### src/rtl/count_hours.sv
// ============================================================================
//  Module      : count_hours
//  Description : Hours stage of a BCD time-of-day clock. It holds a 24 h BCD
//                hour (00-23). In run mode it advances on the minutes carry.
//                In set mode it advances on rising edges of a manual
//                increment level. The display output is 24 h or 12 h.
//
//  Ports       : Clk        - system clock, rising edge
//                RST        - synchronous active-high reset
//                EN         - count enable (0 freezes every advance path)
//                Carry_In   - one-cycle strobe from the minutes 59->00 wrap
//                Set_EN     - 1 = manual set mode (Carry_In ignored)
//                Inc        - manual increment level, edge-detected here
//                Mode12     - display format, 0 = 24 h, 1 = 12 h
//                Hours[7:0] - BCD display hour {tens, units}
//                PM         - 1 when the internal hour is 12-23
//                Day_Pulse  - one-cycle strobe after a run-mode 23->00 wrap
//
//  Revision    : 1.0 - initial release
// ============================================================================
`default_nettype none

module count_hours #(
    parameter int RESET_HOUR = 0
) (
    input  logic       Clk,
    input  logic       RST,
    input  logic       EN,
    input  logic       Carry_In,
    input  logic       Set_EN,
    input  logic       Inc,
    input  logic       Mode12,
    output logic [7:0] Hours,
    output logic       PM,
    output logic       Day_Pulse
);

    localparam logic [1:0] c_RST_TENS  = 2'(RESET_HOUR / 10);
    localparam logic [3:0] c_RST_UNITS = 4'(RESET_HOUR % 10);

    logic [1:0] r_tens;
    logic [3:0] r_units;
    logic       r_inc_prev;
    logic       r_day_pulse;

    logic       w_run_adv;
    logic       w_set_adv;
    logic       w_at_23;
    logic [1:0] w_tens_nxt;
    logic [3:0] w_units_nxt;

    // Set mode takes precedence: a carry arriving in set mode is dropped.
    assign w_run_adv = EN & ~Set_EN & Carry_In;
    assign w_set_adv = EN &  Set_EN & Inc & ~r_inc_prev;
    assign w_at_23   = (r_tens == 2'd2) && (r_units == 4'd3);

    always_comb begin
        w_tens_nxt  = r_tens;
        w_units_nxt = r_units;
        if (w_at_23) begin
            w_tens_nxt  = 2'd0;
            w_units_nxt = 4'd0;
        end else if (r_units == 4'd9) begin
            w_tens_nxt  = r_tens + 2'd1;
            w_units_nxt = 4'd0;
        end else begin
            w_units_nxt = r_units + 4'd1;
        end
    end

    always_ff @(posedge Clk) begin
        if (RST) begin
            r_tens      <= c_RST_TENS;
            r_units     <= c_RST_UNITS;
            // Treating Inc as already high means a level held through
            // reset release must fall and rise before it advances.
            r_inc_prev  <= 1'b1;
            r_day_pulse <= 1'b0;
        end else begin
            r_inc_prev  <= Inc;
            r_day_pulse <= w_run_adv & w_at_23;
            if (w_run_adv || w_set_adv) begin
                r_tens  <= w_tens_nxt;
                r_units <= w_units_nxt;
            end
        end
    end

    // 12 h display mapping done directly on the BCD digits:
    // 00 -> 12, 01-12 unchanged, 13-19 -> 01-07, 20/21 -> 08/09, 22/23 -> 10/11.
    always_comb begin
        Hours = {2'b00, r_tens, r_units};
        if (Mode12) begin
            if ((r_tens == 2'd0) && (r_units == 4'd0)) begin
                Hours = 8'h12;
            end else if ((r_tens == 2'd0) ||
                         ((r_tens == 2'd1) && (r_units <= 4'd2))) begin
                Hours = {2'b00, r_tens, r_units};
            end else if (r_tens == 2'd1) begin
                Hours = {4'd0, r_units - 4'd2};
            end else if (r_units <= 4'd1) begin
                Hours = {4'd0, r_units + 4'd8};
            end else begin
                Hours = {4'd1, r_units - 4'd2};
            end
        end
    end

    assign PM        = (r_tens == 2'd2) || ((r_tens == 2'd1) && (r_units >= 4'd2));
    assign Day_Pulse = r_day_pulse;

endmodule

`default_nettype wire

### config.mk
export PLATFORM = sky130hd
export DESIGN_NAME = count_hours
export DESIGN_NICKNAME = d
export VERILOG_FILES = /design/src/rtl/count_hours.sv
export SDC_FILE = /design/constraint.sdc
export NUM_CORES = 1
export LEC_CHECK = 0
export BUFFER_PORTS_ARGS = -buffer_cell sky130_fd_sc_hd__buf_2
export CORE_MARGIN = 2
export CORE_UTILIZATION = 35
export DETAILED_ROUTE_END_ITERATION = 6
export PLACE_DENSITY = 0.58
export SYNTH_ARGS = -nofsm -noshare
export SYNTH_HDL_FRONTEND = slang
export SYNTH_SLANG_ARGS = --single-unit
export TNS_END_PERCENT = 100
### constraint.sdc
create_clock -name Clk -period 3.54 [get_ports Clk]
set_input_delay 0.177 -clock Clk [delete_from_list [all_inputs] [get_ports Clk]]
set_output_delay 0.177 -clock Clk [all_outputs]
set_load 0.005 [all_outputs]
==> results summary <==
The critical path goes through nand2_1 > a21boi_0 > o21a_1 > mux2_2 > buf_2. The analysis attributes to cell leakage a power of around 0.27 nW. The number of max-cap violations is 0.

TritonCTS built the clock tree. For this configuration, the core starts out at a cell density of 0.372. The standard-cell row count is 15. The repair_antennas step left the layout with diodes totalling 0. In the synthesized netlist, the number of instances is between 80 and 90. The share of flip-flops with an asynchronous set or reset came out at 0. The sort of element at the start of the critical path is a flop. For this design the ratio of total power to cell area is between 200 and 300 mW/mm2. The area growth from synthesis to layout is 11.9%. The number of nets in the layout is roughly 110. The mean area per synthesized cell came out at around 7.3 um2. The synthesized design contains 8 register bits.

After detailed placement, the total cell area comes to 697 um2. In the final timing run, aggregate negative setup slack is 0 ps. The share of the core filled with cells in the final layout came out at 0.417. By area the synthesized netlist is led by dfxtp_1 25%, o21ai_0 5.4%, nand2_1 4.1%. The congestion estimate from routability-driven global placement came to 0.758. At the worst endpoint, the arrival time is 1820 ps.

The final wirelength came out at 1360 um. The number of synthesized flops with an enable pin came out at 0. The multi-input combinational cells in the finished layout cover a total of between 400 and 500 um2. The minimum clock period came out at around 2000 ps.

The largest fanout on the critical path is 9. The ratio of cells with drive above 1 in the final layout is 0.229. The worst setup path is of the flop to output port kind. The HPWL after detailed placement is approximately 1000 um. The number of buffers and inverters on the critical path is 1. The largest clock skew in the final design came out at ~1.4 ps. The tree built by TritonCTS fans out to 8 sinks. The area share of the largest cell type after synthesis is 0.249. The post-detailed-route via-to-cell ratio is between 5 and 6.

For this block, the initial DRC count from the detailed router was 8. Dividing the final minimum period by the clock period gives 0.563. The die boundary width is approximately 47 um. Counting instances in the post-synthesis netlist gives the leading cell types as 8 x dfxtp_1, 7 x nand2_1, 7 x o21ai_0.

The flow ran to the end, and the final reports show no timing, DRC or antenna violations. The number of levels in the clock H-tree came out at 1. The register area is between 150 and 200 um2. Clock tree synthesis selected as its root buffer the cell clkbuf_4. The number of ports placed on the die boundary is 17.

The critical path's slowest cell is dfxtp_1. On the worst path, the slowest cell contributes a delay of around 490 ps. Summed over all layers, the global routing overflow is 0. The slack of the worst reg-to-reg path is between 1500 and 2000 ps. The fill cell total of the finished layout is 200. The number of detailed-routing iterations run before antenna repair is 4.

The count of cells resized by post-cts repair came out at 0. The buffer levels on the longest clock path is 2. The number of hold violations in the final report is 0. The sequential fraction of the synthesis area is 0.249.

The worst setup path is captured at an output port. The via count of the first global-routing pass was around 550. Among all cell types in the netlist, the one instantiated most often is dfxtp_1. The count of unresolved DRC violations after routing came out at 0. In this run, post-CTS hold repair placed 0 buffers. For the worst-skew pair, the clock arrives at the later sink with an insertion delay of about 250 ps. In the synthesized netlist the dominant register cell turns out to be dfxtp_1. Setup repair after global routing left no endpoint under its margin. The overall fraction of global-route tracks in use is 0.153.

The data required time at the worst endpoint came out at between 3000 and 4000 ps. Of all cell types, the one taking the most synthesized area is dfxtp_1. The die boundary height came out at between 40 and 50 um.

The area of the placeable core came out at ~0.0017 mm2. The maximum VDD drop is 0.183 mV. After clock tree synthesis, the clock-pin slew on the worst setup and hold paths is ~50 ps. The number of buffers inserted during clock tree synthesis came out at 3.

The full die area is approximately 0.0022 mm2. The final design instance area without fill is 719 um2. The max-slew violation count is 0. The upper clock frequency limit came out at approximately 500 MHz. Yosys printed 0 warnings. The maximum number of pins on one net before global-route repair came out at 15. The path class of the tightest hold or removal check is input pin to flop. The cell family contributing the most delay on the critical path is flip-flops.

Setup violations remaining at the end of the flow were counted as 0. The number of post-CTS setup repair buffers is 0. The total standard cell area after synthesis is around 640 um2. The post-detailed-route wirelength per cell came out at 11.2 um. The design draws roughly 0.00019 W.

The number of antenna-violating nets in the routed design is 0. The number of different library cells in the post-synthesis netlist is 37. The total via count after detailed routing came out at roughly 620. During placement, the flow inserted port buffers numbering 14. The number of antenna violations at the first check in global routing came out at 0.

The wire length of the first global-routing pass is 2420 um.
-- placed cells by master (no fill, tap or decap), types with 3 or more instances in the layout --
cell type | Yosys | layout
a21oi_1 | 5 | 5
buf_2 | 5 | 14
clkbuf_4 | 0 | 3
dfxtp_1 | 8 | 8
inv_1 | 3 | 3
nand2_1 | 7 | 7
nand2b_1 | 3 | 3
nor2_1 | 6 | 6
nor2b_1 | 3 | 3
nor3_1 | 3 | 3
o21ai_0 | 7 | 7
-- kinds of logic (layout without fill, tap and decap cells) --
group | after synthesis | in the layout | synth area share
and+or+nand+nor | 35 | 35 | 0.294
muxes | 1 | 1 | 0.0175
buffers and inverters | 13 | 20 | 0.0973
xor gates and xnor gates | 2 | 2 | 0.0272
other | 1 | 2 | 0.00583
DFF | 8 | 8 | 0.249
AOI/OAI and AO/OA | 26 | 26 | 0.270
adders and majority gates | 2 | 2 | 0.0389
-- metrics by stage --
step | setup WS [ps] | hold WS [ps] | std cells
after floorplan | 2120 | 252 | 89
after global placement | 1880 | 370 | 118
after detailed placement | 1830 | 375 | 118
after CTS | 1540 | 105 | 121
after global routing | 1410 | 107 | 121
final | 1550 | 109 | 121
-- flip-flops by register name (all words and copies together), names as in the netlist --
name / count
Day_Pulse: 1
r_tens: 2
r_units: 4
r_inc_prev: 1
-- power breakdown --
| part | switching (W) | internal, W |
|---|---|---|
| clock | 0.0000297 | 0.0000387 |
| combinational | 0.0000123 | 0.0000117 |
| sequential | 0.00000277 | 0.0000919 |
-- worst paths after layout --
| path | start | endpoint | cells past startpoint |
|---|---|---|---|
| worst max-delay path | r_units[0] | Hours[2] | 5 |
| worst min-delay path | Set_EN | Day_Pulse | 2 |
| worst max register to register | r_tens[1] | Day_Pulse | 3 |
| worst min register to register | r_units[1] | r_units[1] | 2 |
-- per-layer routing --
metal,vias up,wire length [um],global-route usage
li1,326,-,-
met5,-,0,0
met3,2,61,0.0231
met1,277,697,0.214
met4,0,19,0.0833
met2,16,582,0.225
-- cell type report --
| cell class | count | area share |
|---|---|---|
| flip-flops and latches | 8 | 0.223 |
| multi-input cells | 68 | 0.590 |
| well taps | 25 | 0.0435 |
| repair buffers | 14 | 0.0974 |
| clock buffers | 3 | 0.0313 |
| inverters | 3 | 0.0157 |
(Power assumes the default switching activity.)
